<file path="config.mk">
export PLATFORM = sky130hd
export DESIGN_NAME = cp0_timer_int
export DESIGN_NICKNAME = d
export VERILOG_FILES = /design/src/rtl/cp0_timer_int.sv
export SDC_FILE = /design/constraint.sdc
export NUM_CORES = 1
export LEC_CHECK = 0
export ABC_CLOCK_PERIOD_IN_PS = 2100
export CAP_MARGIN = 30
export CORE_UTILIZATION = 45
export DETAILED_ROUTE_END_ITERATION = 10
export PLACE_DENSITY = 0.75
export SYNTH_ARGS = -nofsm -noshare
export SYNTH_HDL_FRONTEND = slang
export SYNTH_SLANG_ARGS = --single-unit
</file>
<file path="constraint.sdc">
create_clock -name cpu_clk_50M -period 2.1 [get_ports cpu_clk_50M]
set_input_delay 0.63 -clock cpu_clk_50M [delete_from_list [all_inputs] [get_ports cpu_clk_50M]]
set_output_delay 0.63 -clock cpu_clk_50M [all_outputs]
set_load 0.01 [all_outputs]
</file>
<file path="src/rtl/cp0_timer_int.sv">
// cp0_timer_int: interrupt-source side of CP0.
// Holds Count/Compare, synchronizes the external interrupt lines, merges the
// timer interrupt onto one line and produces the masked interrupt request.

// Single-lane level synchronizer: STAGES flops, no edge detection.
module cp0_int_sync #(
   parameter int STAGES = 2
) (
   input  logic clk,
   input  logic rst,
   input  logic d,
   output logic q
);

   logic [STAGES-1:0] sync_q;
   logic [STAGES-1:0] sync_d;

   // Shift the raw level one stage deeper every edge.
   always_comb begin
      sync_d = {sync_q[STAGES-2:0], d};
   end

   // Synchronizer flops; reset clears every stage.
   always_ff @(posedge clk) begin
      if (rst) sync_q <= '0;
      else     sync_q <= sync_d;
   end

   assign q = sync_q[STAGES-1];

endmodule

module cp0_timer_int #(
   parameter int INT_W       = 6,
   parameter int SYNC_STAGES = 2,
   parameter int COUNT_DIV   = 2,
   parameter int TIMER_BIT   = 5
) (
   input  logic             cpu_clk_50M,
   input  logic             cpu_rst,
   input  logic [INT_W-1:0] ext_int_i,
   input  logic             we,
   input  logic [4:0]       waddr,
   input  logic [31:0]      wdata,
   input  logic             re,
   input  logic [4:0]       raddr,
   input  logic [7:0]       status_im,
   input  logic             status_ie,
   input  logic             status_exl,
   output logic [31:0]      data_o,
   output logic [INT_W-1:0] int_o,
   output logic             int_req_o,
   output logic             timer_pending_o
);

   localparam int              PRE_W       = (COUNT_DIV > 1) ? $clog2(COUNT_DIV) : 1;
   localparam logic [PRE_W-1:0] PRE_LAST   = PRE_W'(COUNT_DIV - 1);
   localparam logic [4:0]      REG_COUNT   = 5'd9;
   localparam logic [4:0]      REG_COMPARE = 5'd11;

   // Elaboration-time parameter sanity.
   if (SYNC_STAGES < 2) begin : g_bad_sync
      $error("cp0_timer_int: SYNC_STAGES must be at least 2");
   end
   if (COUNT_DIV < 1) begin : g_bad_div
      $error("cp0_timer_int: COUNT_DIV must be at least 1");
   end
   if (TIMER_BIT >= INT_W) begin : g_bad_tbit
      $error("cp0_timer_int: TIMER_BIT must index a valid int_o bit");
   end

   logic [PRE_W-1:0] pre_q,     pre_d;
   logic [31:0]      count_q,   count_d;
   logic [31:0]      compare_q, compare_d;
   logic             pend_q,    pend_d;

   logic             wr_count;
   logic             wr_compare;
   logic [INT_W-1:0] sync_lvl;
   logic [INT_W-1:0] timer_vec;
   logic [INT_W-1:0] int_raw;
   logic [INT_W-1:0] im_hw;
   logic [31:0]      rd_data;
   logic             unused_im;

   assign wr_count   = we && (waddr == REG_COUNT);
   assign wr_compare = we && (waddr == REG_COMPARE);

   // One synchronizer per external interrupt line.
   for (genvar i = 0; i < INT_W; i++) begin : g_sync
      cp0_int_sync #(.STAGES(SYNC_STAGES)) u_sync (
         .clk (cpu_clk_50M),
         .rst (cpu_rst),
         .d   (ext_int_i[i]),
         .q   (sync_lvl[i])
      );
   end

   // Prescaler and Count: a Count write restarts the prescale phase so the
   // first increment after it lands a full COUNT_DIV edges later.
   always_comb begin
      pre_d   = pre_q;
      count_d = count_q;
      if (wr_count) begin
         count_d = wdata;
         pre_d   = '0;
      end else if (pre_q == PRE_LAST) begin
         count_d = count_q + 32'd1;
         pre_d   = '0;
      end else begin
         pre_d   = pre_q + 1'b1;
      end
   end

   // Compare register and sticky timer flag; a Compare write beats a
   // same-cycle match so software can always acknowledge the timer.
   always_comb begin
      compare_d = wr_compare ? wdata : compare_q;
      pend_d    = pend_q;
      if (wr_compare)
         pend_d = 1'b0;
      else if (count_q == compare_q)
         pend_d = 1'b1;
   end

   // Timer state registers.
   always_ff @(posedge cpu_clk_50M) begin
      if (cpu_rst) begin
         pre_q     <= '0;
         count_q   <= '0;
         compare_q <= 32'hFFFF_FFFF;
         pend_q    <= 1'b0;
      end else begin
         pre_q     <= pre_d;
         count_q   <= count_d;
         compare_q <= compare_d;
         pend_q    <= pend_d;
      end
   end

   // Interrupt vector: synchronized levels with the timer OR-ed onto its line.
   // Outputs are held quiet while reset is asserted, even before the first edge.
   always_comb begin
      timer_vec = '0;
      timer_vec[TIMER_BIT] = pend_q;
      int_raw   = sync_lvl | timer_vec;
      int_o     = cpu_rst ? '0 : int_raw;
   end

   // Hardware-line mask; software bits IM[1:0] belong to CP0.
   assign im_hw     = INT_W'(status_im[7:2]);
   assign unused_im = ^status_im[1:0];

   // Masked interrupt request.
   always_comb begin
      int_req_o       = (|(int_o & im_hw)) & status_ie & ~status_exl;
      timer_pending_o = pend_q & ~cpu_rst;
   end

   // MFC0 readback of the pre-write register values.
   always_comb begin
      rd_data = '0;
      if (re && (raddr == REG_COUNT))
         rd_data = count_q;
      else if (re && (raddr == REG_COMPARE))
         rd_data = compare_q;
      data_o = cpu_rst ? 32'd0 : rd_data;
   end

endmodule
</file>
# Yosys cells after proc, flatten, opt, wreduce, memory -nomap -nowiden

Cells that the tools add are included.

Output and inout bits: 40
Flip-flop bits (word level): 78
Input port bits: 62
Word-level logic and storage cells: 38

Reductions and logical operators: 8
Equal/unequal tests: 5
Muxes and demuxes: 6
Add/sub/neg operators: 2
Bitwise operators: 7

Operator list:

| cell                                                 | count |
|---|---|
| two-way mux 32 bit                                   | 5 |
| adder 32 x 1 -> 32 bit (second input constant)       | 1 |
| equality test 32 bit                                 | 1 |
| equality test 5 x 4 -> 1 bit (second input constant) | 4 |
| bitwise AND 6 bit                                    | 1 |
| two-way mux 6 bit                                    | 1 |
| OR 6 bit                                             | 1 |
| OR reduction 6 bit                                   | 1 |
| logical AND 1 bit                                    | 4 |
| bitwise AND 1 bit                                    | 3 |
| OR reduction 3 bit                                   | 1 |
| inverter 1 bit                                       | 2 |
| nonzero test 2 bit                                   | 1 |
| OR reduction 2 bit                                   | 1 |
| adder 1 bit (second input constant)                  | 1 |

# Logic depth before layout (Yosys ltp)

Gate-level depths: netlist of run 1.

Depth in word-level cells: 6
Gate-level depth with buffers: 7
Gate-level depth less buffers: 6

# By module

From an unflattened synthesis of run 1, not the netlist that was laid out.

Cell total of the unflattened synthesis: 524
Area total of the unflattened synthesis: 4,341.7 um^2

Modules (own cells, without submodules):

| module        | cells each | seq. area each (um^2) | area each (um^2) | times used |
|---|---|---|---|---|
| cp0_timer_int | 500        | 1,321.3               | 4,026.4          | 1 |
| cp0_int_sync  | 4          | 40.0                  | 52.6             | 6 |

# Worst setup path before layout of run 1

Ideal clock, no wire load.

Path kind: input to output
Start point: input cpu_rst
End point: output data_o[10]
Stages on the path: 5
Arrival time: 1,671 ps
Path buffers: 2
Setup slack: -201 ps
Cells stage by stage: clkbuf_1 -> nor4b_1 -> nand3_1 -> clkbuf_1 -> nor2_1

Word-level cells in the longest chain between the ends: 1

RTL lines:

| what               | line | text |
|---|---|---|
| start, declared    | 40   | `input logic cpu_rst,` |
| two-way mux 32 bit | 167  | `data_o = cpu_rst ? 32'd0 : rd_data;` |
| end, declared      | 50   | `output logic [31:0] data_o,` |

Every way passes these cells.

# Worst setup path after layout of run 1

Start point: input raddr[4]
End point: output data_o[30]

Word-level cells in the longest chain between the ends: 5

RTL lines:

| what                         | line | text |
|---|---|---|
| start, declared              | 46   | `input logic [4:0] raddr,` |
| equality test 5 x 4 -> 1 bit | 165  | `else if (re && (raddr == REG_COMPARE))` |
| logical AND 1 bit            | 165  |  |
| two-way mux 32 bit           | 165  |  |
| two-way mux 32 bit *         | 163  | `if (re && (raddr == REG_COUNT))` |
| two-way mux 32 bit *         | 167  |  |

Mark *: on every way between the ends. The rest lies on a longest branch, timed or not.

==> flow_summary.toml, run 1 <==
[status]
status = "finished, violations left"
violations = "setup timing"

[synthesis]
synth.distinct_cells = 41
synth-seq-cells = 78
syn_inst = 518
syn_nets = 581
synthArstFlopShare_pct = 0
synth_flop_cell = "dfxtp_1"
avgSynthCellArea_um2 = 8.285
ys_warn_count = 0
syn_area_um2 = 4292
synth_enable_flop_cells = 0
yosysSeqAreaShare_pct = 36.38

[setup_path]
slowest_stage = "nor4b_4"
worstSetupEndpoint = "data_o[30]"
crit_top_cell = "buf_6"
critical_path_class = "primary input to output port"
worst_r2r_path_depth = 5
r2r-start = "count_q[6]"
required_ns = 1.47
crit_chain = "buf_6, nor4b_4, nand3_4, buf_8, buf_16, nor2_4, buf_6"
cp-startpoint = "raddr[4]"
reg2reg_to = "count_q[23]"
endpoint_kind = "output port"
crit_fanout = 5
r2r_slack_ns = 0.17
worst_ep_arrival_time_ns = 1.73
worst_setup_path_start_kind = "primary input"
slowest_delay_ns = 0.31

[global_routing]
grt_pass1_wl_mm = 20.20
grt_pass1_vias = 4072
grt.total_usage_pct = 26.28
grt_use_met2_pct = 45.78
top_usage_layer = "met2"
antenna_found_initial = 0
grtUsageMet1_pct = 32.55
gr-total-overflow = 0
grt_max_degree = 57
met3_usage_pct = 3.935

[floorplanning]
die_area_um2 = 9931
core_um2 = 9240
io_pins = 102
fp-row-count = 35
die_w_um = 99.66
die_h_um = 99.66
initial_core_util_pct = 46.45

[power]
p_leak_nw = 2.534
p_sw_mw = 0.7864
internal_power_mw = 2.320
clkPwrFrac_pct = 36.6
seqPwrFrac_pct = 49.8
power_density_nw_per_um2 = 492.8
p_sw_share_pct = 25.32
peakVddDrop_mv = 0.2799
total_power_mw = 3.106
comb_power_share_pct = 13.6

[timing]
drv_slew = 0
setup_ws_ns = -0.2621
worst_pin_slew_ns = 0.5764
slew_headroom_pct = 61.57
fin_setup_tns_ns = -6.260
finalSetupViolCount = 33
fmax_ghz = 0.4233
fin_crit_ns = 2.362
grt_setup_unrepaired = "yes"
post-route-period-util_pct = 112.5
skew_ns = 0.004487
final-hold-violation-count = 0

[layout]
seq_area_um2 = 1562
layout.nets = 696
fill_cells = 709
antennaDiodeCount = 0
syn_to_final_growth_pct = 46.85
layout-drive-gt1-share_pct = 23.55
multi_input_area_um2 = 2839

[clock_network]
cts_root_buf = "clkbuf_8"
cts_tree = "built"
cts_buffer_depth = 2
cts_max_level = 3
cts_num_sinks = 78
cts_buffers = 9
ctsHoldBuffers = 0
clk_pin_slew_ns = 0.08
clk_latency_ns = 0.35

[routing]
via_count = 4037
detail-route-antenna-nets = 0
drt-initial-drc-count = 173
via_per_inst = 5.270
drc = 0
wl_per_cell_um = 16.51
drt-pass1-iter-count = 5
routed_wirelength_mm = 12.64

[placed_design]
place.gp.congestion = 0.8502
post-dp-hpwl_mm = 8.742
numPortBuffers = 99

[worst_hold_path]
min_path_type = "register to register"

[run]
maxCapViolCount = 0
[flip-flops by register name, indices dropped and copies added, names as in the netlist]
name                  flops
g_sync.u_sync.sync_q     12
pre_q                     1
compare_q                32
count_q                  32
pend_q                    1
[worst min path at each step]
stage                                            end                        from  slack (ns)  cells past startpoint
after floorplan           g_sync[0].u_sync.sync_q[1]  g_sync[0].u_sync.sync_q[0]        0.41                      1
after global placement    g_sync[2].u_sync.sync_q[1]  g_sync[2].u_sync.sync_q[0]        0.42                      1
after detailed placement  g_sync[2].u_sync.sync_q[1]  g_sync[2].u_sync.sync_q[0]        0.42                      1
after CTS                 g_sync[2].u_sync.sync_q[1]  g_sync[2].u_sync.sync_q[0]        0.44                      1
after global routing      g_sync[3].u_sync.sync_q[1]  g_sync[3].u_sync.sync_q[0]        0.46                      1
final                     g_sync[5].u_sync.sync_q[1]  g_sync[5].u_sync.sync_q[0]        0.44                      1
[through the flow]
| stage | hold slack (ns) | std cells | setup WS [ns] | instance area [um^2] | util, % |
|---|---|---|---|---|---|
| after global routing | 0.4630 | 766 | -0.3091 | 6302 | 68.21 |
| after floorplan | 0.4138 | 518 | -0.08913 | 4626 | - |
| after global placement | 0.4191 | 741 | -0.9337 | 5863 | 63.45 |
| after CTS | 0.4383 | 766 | -0.2754 | 6287 | 68.04 |
| after detailed placement | 0.4204 | 741 | -0.9394 | 5863 | 63.45 |
| final | 0.4397 | 766 | -0.2621 | 6302 | 68.21 |
[area by class of cell]
class	count	area share, %
clock buffers	11	2.243
clock inverters	4	0.7544
repair buffers	145	24.38
inverters	4	0.2382
flip-flops and latches	78	24.78
well taps	129	2.561
multi-input cells	395	45.05
[power by group through the flow]
stage | registers [mW] | logic [mW] | clock network [mW]
3_3_place_gp | 1.58 | 0.392 | 0
6_report | 1.55 | 0.423 | 1.14
4_1_cts | 1.54 | 0.417 | 1.13
2_1_floorplan | 1.57 | 0.205 | 0
5_1_grt | 1.55 | 0.449 | 1.21
3_5_place_dp | 1.58 | 0.396 | 0
[cell usage in the layout, fill, tap and decap left out, types with 22 or more instances in the layout]
cell type,n
clkdlybuf4s50_1,46
nand3b_1,34
buf_6,34
buf_4,32
nor2_4,32
dfxtp_1,78
nor2_1,34
a211oi_1,22
mux2i_1,34
nand2_1,76
xnor2_1,50
[synth_stat cells, types with 6 or more instances]
cell / number / share of area (%)
clkbuf_1: 33 / 2.9
xor2_1: 10 / 2.0
a211oi_1: 22 / 3.8
nor3_1: 7 / 0.82
xnor2_1: 50 / 10
nand3b_1: 34 / 5.9
mux2i_1: 34 / 7.9
nor2_1: 66 / 5.8
nand4_1: 17 / 2.5
dfxtp_1: 78 / 36
nand3_1: 13 / 1.5
buf_2: 6 / 0.70
and3_1: 7 / 1.0
nor2b_1: 18 / 2.6
nand2_1: 76 / 6.6
[per-layer routing]
layer | vias to the layer above | wire, um | part of all wire (%)
li1 | 1997 | - | -
met1 | 1906 | 5572 | 44
met2 | 121 | 6360 | 50
met3 | 13 | 548 | 4.3
met4 | 0 | 162 | 1.3
met5 | - | 0 | 0
[cell families (layout without fill, tap and decap cells)]
logic type      Yosys count  in the layout  share of synthesized area, %
compound gates           39             39                         6.793
xor+xnor                 60             60                         12.24
fa+ha+maj                 1              1                        0.2915
buf+inv                  45            164                         4.286
flops                    78             78                         36.38
mux                      34             34                         7.930
simple gates            261            261                         32.07
[worst max-delay path, delay by kind of cell]
| family | cells | cell delay [ns] |
|---|---|---|
| AND/OR/NAND/NOR | 3 | 0.57 |
| buffers and inverters | 4 | 0.53 |
[timing repair]
| action | CTS | global route |
|---|---|---|
| setup buffers | 6 | 1 |
| gates resized for setup | 211 | 9 |
| gates cloned | 5 | 0 |
| endpoints found under the hold margin | 0 | 0 |
| pin swaps | 9 | 4 |
| endpoints found under the setup margin | 40 | 35 |
No activity file was read; power rests on OpenSTA's default activity.
==> inputs of run 2 (changes only) <==
--- a/config.mk
+++ b/config.mk
@@ -7,9 +7,11 @@
 export LEC_CHECK = 0
 export ABC_CLOCK_PERIOD_IN_PS = 2100
 export CAP_MARGIN = 30
-export CORE_UTILIZATION = 45
+export CORE_UTILIZATION = 30
 export DETAILED_ROUTE_END_ITERATION = 10
-export PLACE_DENSITY = 0.75
+export PLACE_DENSITY = 0.54
+export REMOVE_ABC_BUFFERS = 1
+export SETUP_SLACK_MARGIN = 0.5
 export SYNTH_ARGS = -nofsm -noshare
 export SYNTH_HDL_FRONTEND = slang
 export SYNTH_SLANG_ARGS = --single-unit
==> run 2 against run 1 <==
Effect of this change: the run still ends with setup timing left; power is 21% higher; wire length is 26% higher; die area is 49% higher; largest cell class unchanged.
==> flow_summary.toml, run 2 (synthesized netlist as in run 1, its figures left out) <==
[floorplanning]
initial_core_util_pct = 30.80
fp-row-count = 43
io_pins = 102
die_w_um = 121.6
die_h_um = 121.6
core_um2 = 13930
die_area_um2 = 14790

[setup_path]
r2r_slack_ns = 0.40
critical_path_class = "primary input to output port"
worst_r2r_path_depth = 7
crit_fanout = 5
required_ns = 1.47
worst_ep_arrival_time_ns = 1.80
worst_setup_path_start_kind = "primary input"
endpoint_kind = "output port"

[power]
total_power_mw = 3.772
peakVddDrop_mv = 0.3532
power_density_nw_per_um2 = 491.0
p_leak_nw = 3.271

[routing]
wl_per_cell_um = 18.04
via_per_inst = 5.039
routed_wirelength_mm = 15.87
drt-pass1-iter-count = 4
via_count = 4434
detail-route-antenna-nets = 0
drc = 0
drt-initial-drc-count = 188

[layout]
layout_common_cells = "nand2_1 (74), buf_6 (58), dfxtp_1 (56), buf_4 (48), xnor2_1 (46)"
reg.largest.list = "compare_q (32), count_q (32), g_sync.u_sync.sync_q (12)"
antennaDiodeCount = 0
layout-drive-gt1-share_pct = 44.71
layout.nets = 758
syn_to_final_growth_pct = 79.04
final_common_cell = "nand2_1"

[clock_network]
cts_buffer_depth = 2
cts_max_level = 3
cts_num_sinks = 78
cts_tree = "built"
clk_latency_ns = 0.34
cts_buffers = 9
ctsHoldBuffers = 0
clk_pin_slew_ns = 0.06
cts_root_buf = "clkbuf_16"

[timing]
skew_ns = 0.01019
drv_slew = 0
fin_crit_ns = 2.430
grt_setup_unrepaired = "yes"
finalSetupViolCount = 36
post-route-period-util_pct = 115.7
final-hold-violation-count = 0
fmax_ghz = 0.4115
worst_pin_slew_ns = 0.4223
slew_headroom_pct = 71.04
setup_ws_ns = -0.3302

[global_routing]
grt.total_usage_pct = 20.41
antenna_found_initial = 0
grt_max_degree = 34
gr-total-overflow = 0
grt_pass1_wl_mm = 22.79
grt_pass1_vias = 4320

[placed_design]
place.gp.congestion = 0.8047
pre_cts_ws_ns = -0.9698
post-dp-hpwl_mm = 9.246
numPortBuffers = 99

[status]
violations = "setup timing"
status = "finished, violations left"

[worst_hold_path]
whs_path_depth = 1
min_path_type = "register to register"

[run]
maxCapViolCount = 0
## run 2: layer usage
metal  GRT usage (%)  wire (um)  vias up
met5               0          0        -
met4           6.944        382        0
met3           3.137        710       28
met2           35.58       7985      124
met1           25.47       6792     2148
li1                -          -     2134
## run 2: timing repair
item	in CTS	in global routing
setup buffers	35	19
endpoints found under the setup margin	106	100
pin swaps	50	35
gates resized for setup	363	128
cloned	8	5
## run 2: worst paths after layout
kind | from | endpoint
max | cpu_rst | data_o[12]
min | g_sync[0].u_sync.sync_q[0] | g_sync[0].u_sync.sync_q[1]
max reg2reg | count_q[8] | count_q[22]
min reg2reg | g_sync[0].u_sync.sync_q[0] | g_sync[0].u_sync.sync_q[1]
## run 2: report_power, final
part	total [mW]	switching, mW	leakage (nW)	internal, mW
registers	1.54	0.0347	0.648	1.51
clock network	1.68	0.636	0.152	1.04
logic	0.555	0.241	2.47	0.315
total	3.77	0.912	3.27	2.86
## run 2: worst max-delay path: stages
cell and delay (ns):
buf_12 0.11, nor4b_4 0.26, nand3_2 0.17, buf_6 0.15, buf_8 0.13, buf_8 0.13, nor2_1 0.08, buf_2 0.13
## run 2: final cells by class
| class | count | area [um^2] |
|---|---|---|
| multi-input combinational | 395 | 3237 |
| clock inverter | 6 | 86.33 |
| timing repair buffer | 207 | 2272 |
| tap | 180 | 225.2 |
| fill | 1219 | 6251 |
| sequential | 78 | 1617 |
| clock buffer | 10 | 229.0 |
| inverter | 4 | 17.52 |
## run 2: per-stage QoR
| stage | cell area, um^2 | cells | hold WS, ns | TNS (ns) | utilization, % |
|---|---|---|---|---|---|
| finish | 7684 | 880 | 0.4352 | -9.662 | 55.14 |
| global route | 7684 | 880 | 0.4531 | -12.20 | 55.14 |
| CTS | 6877 | 856 | 0.4393 | -8.708 | 49.35 |
| detailed placement | 5674 | 797 | 0.4254 | -46.49 | 40.72 |
| global placement | 5674 | 797 | 0.4175 | -44.30 | 40.72 |
| floorplan | 4123 | 477 | 0.4138 | -32.07 | - |
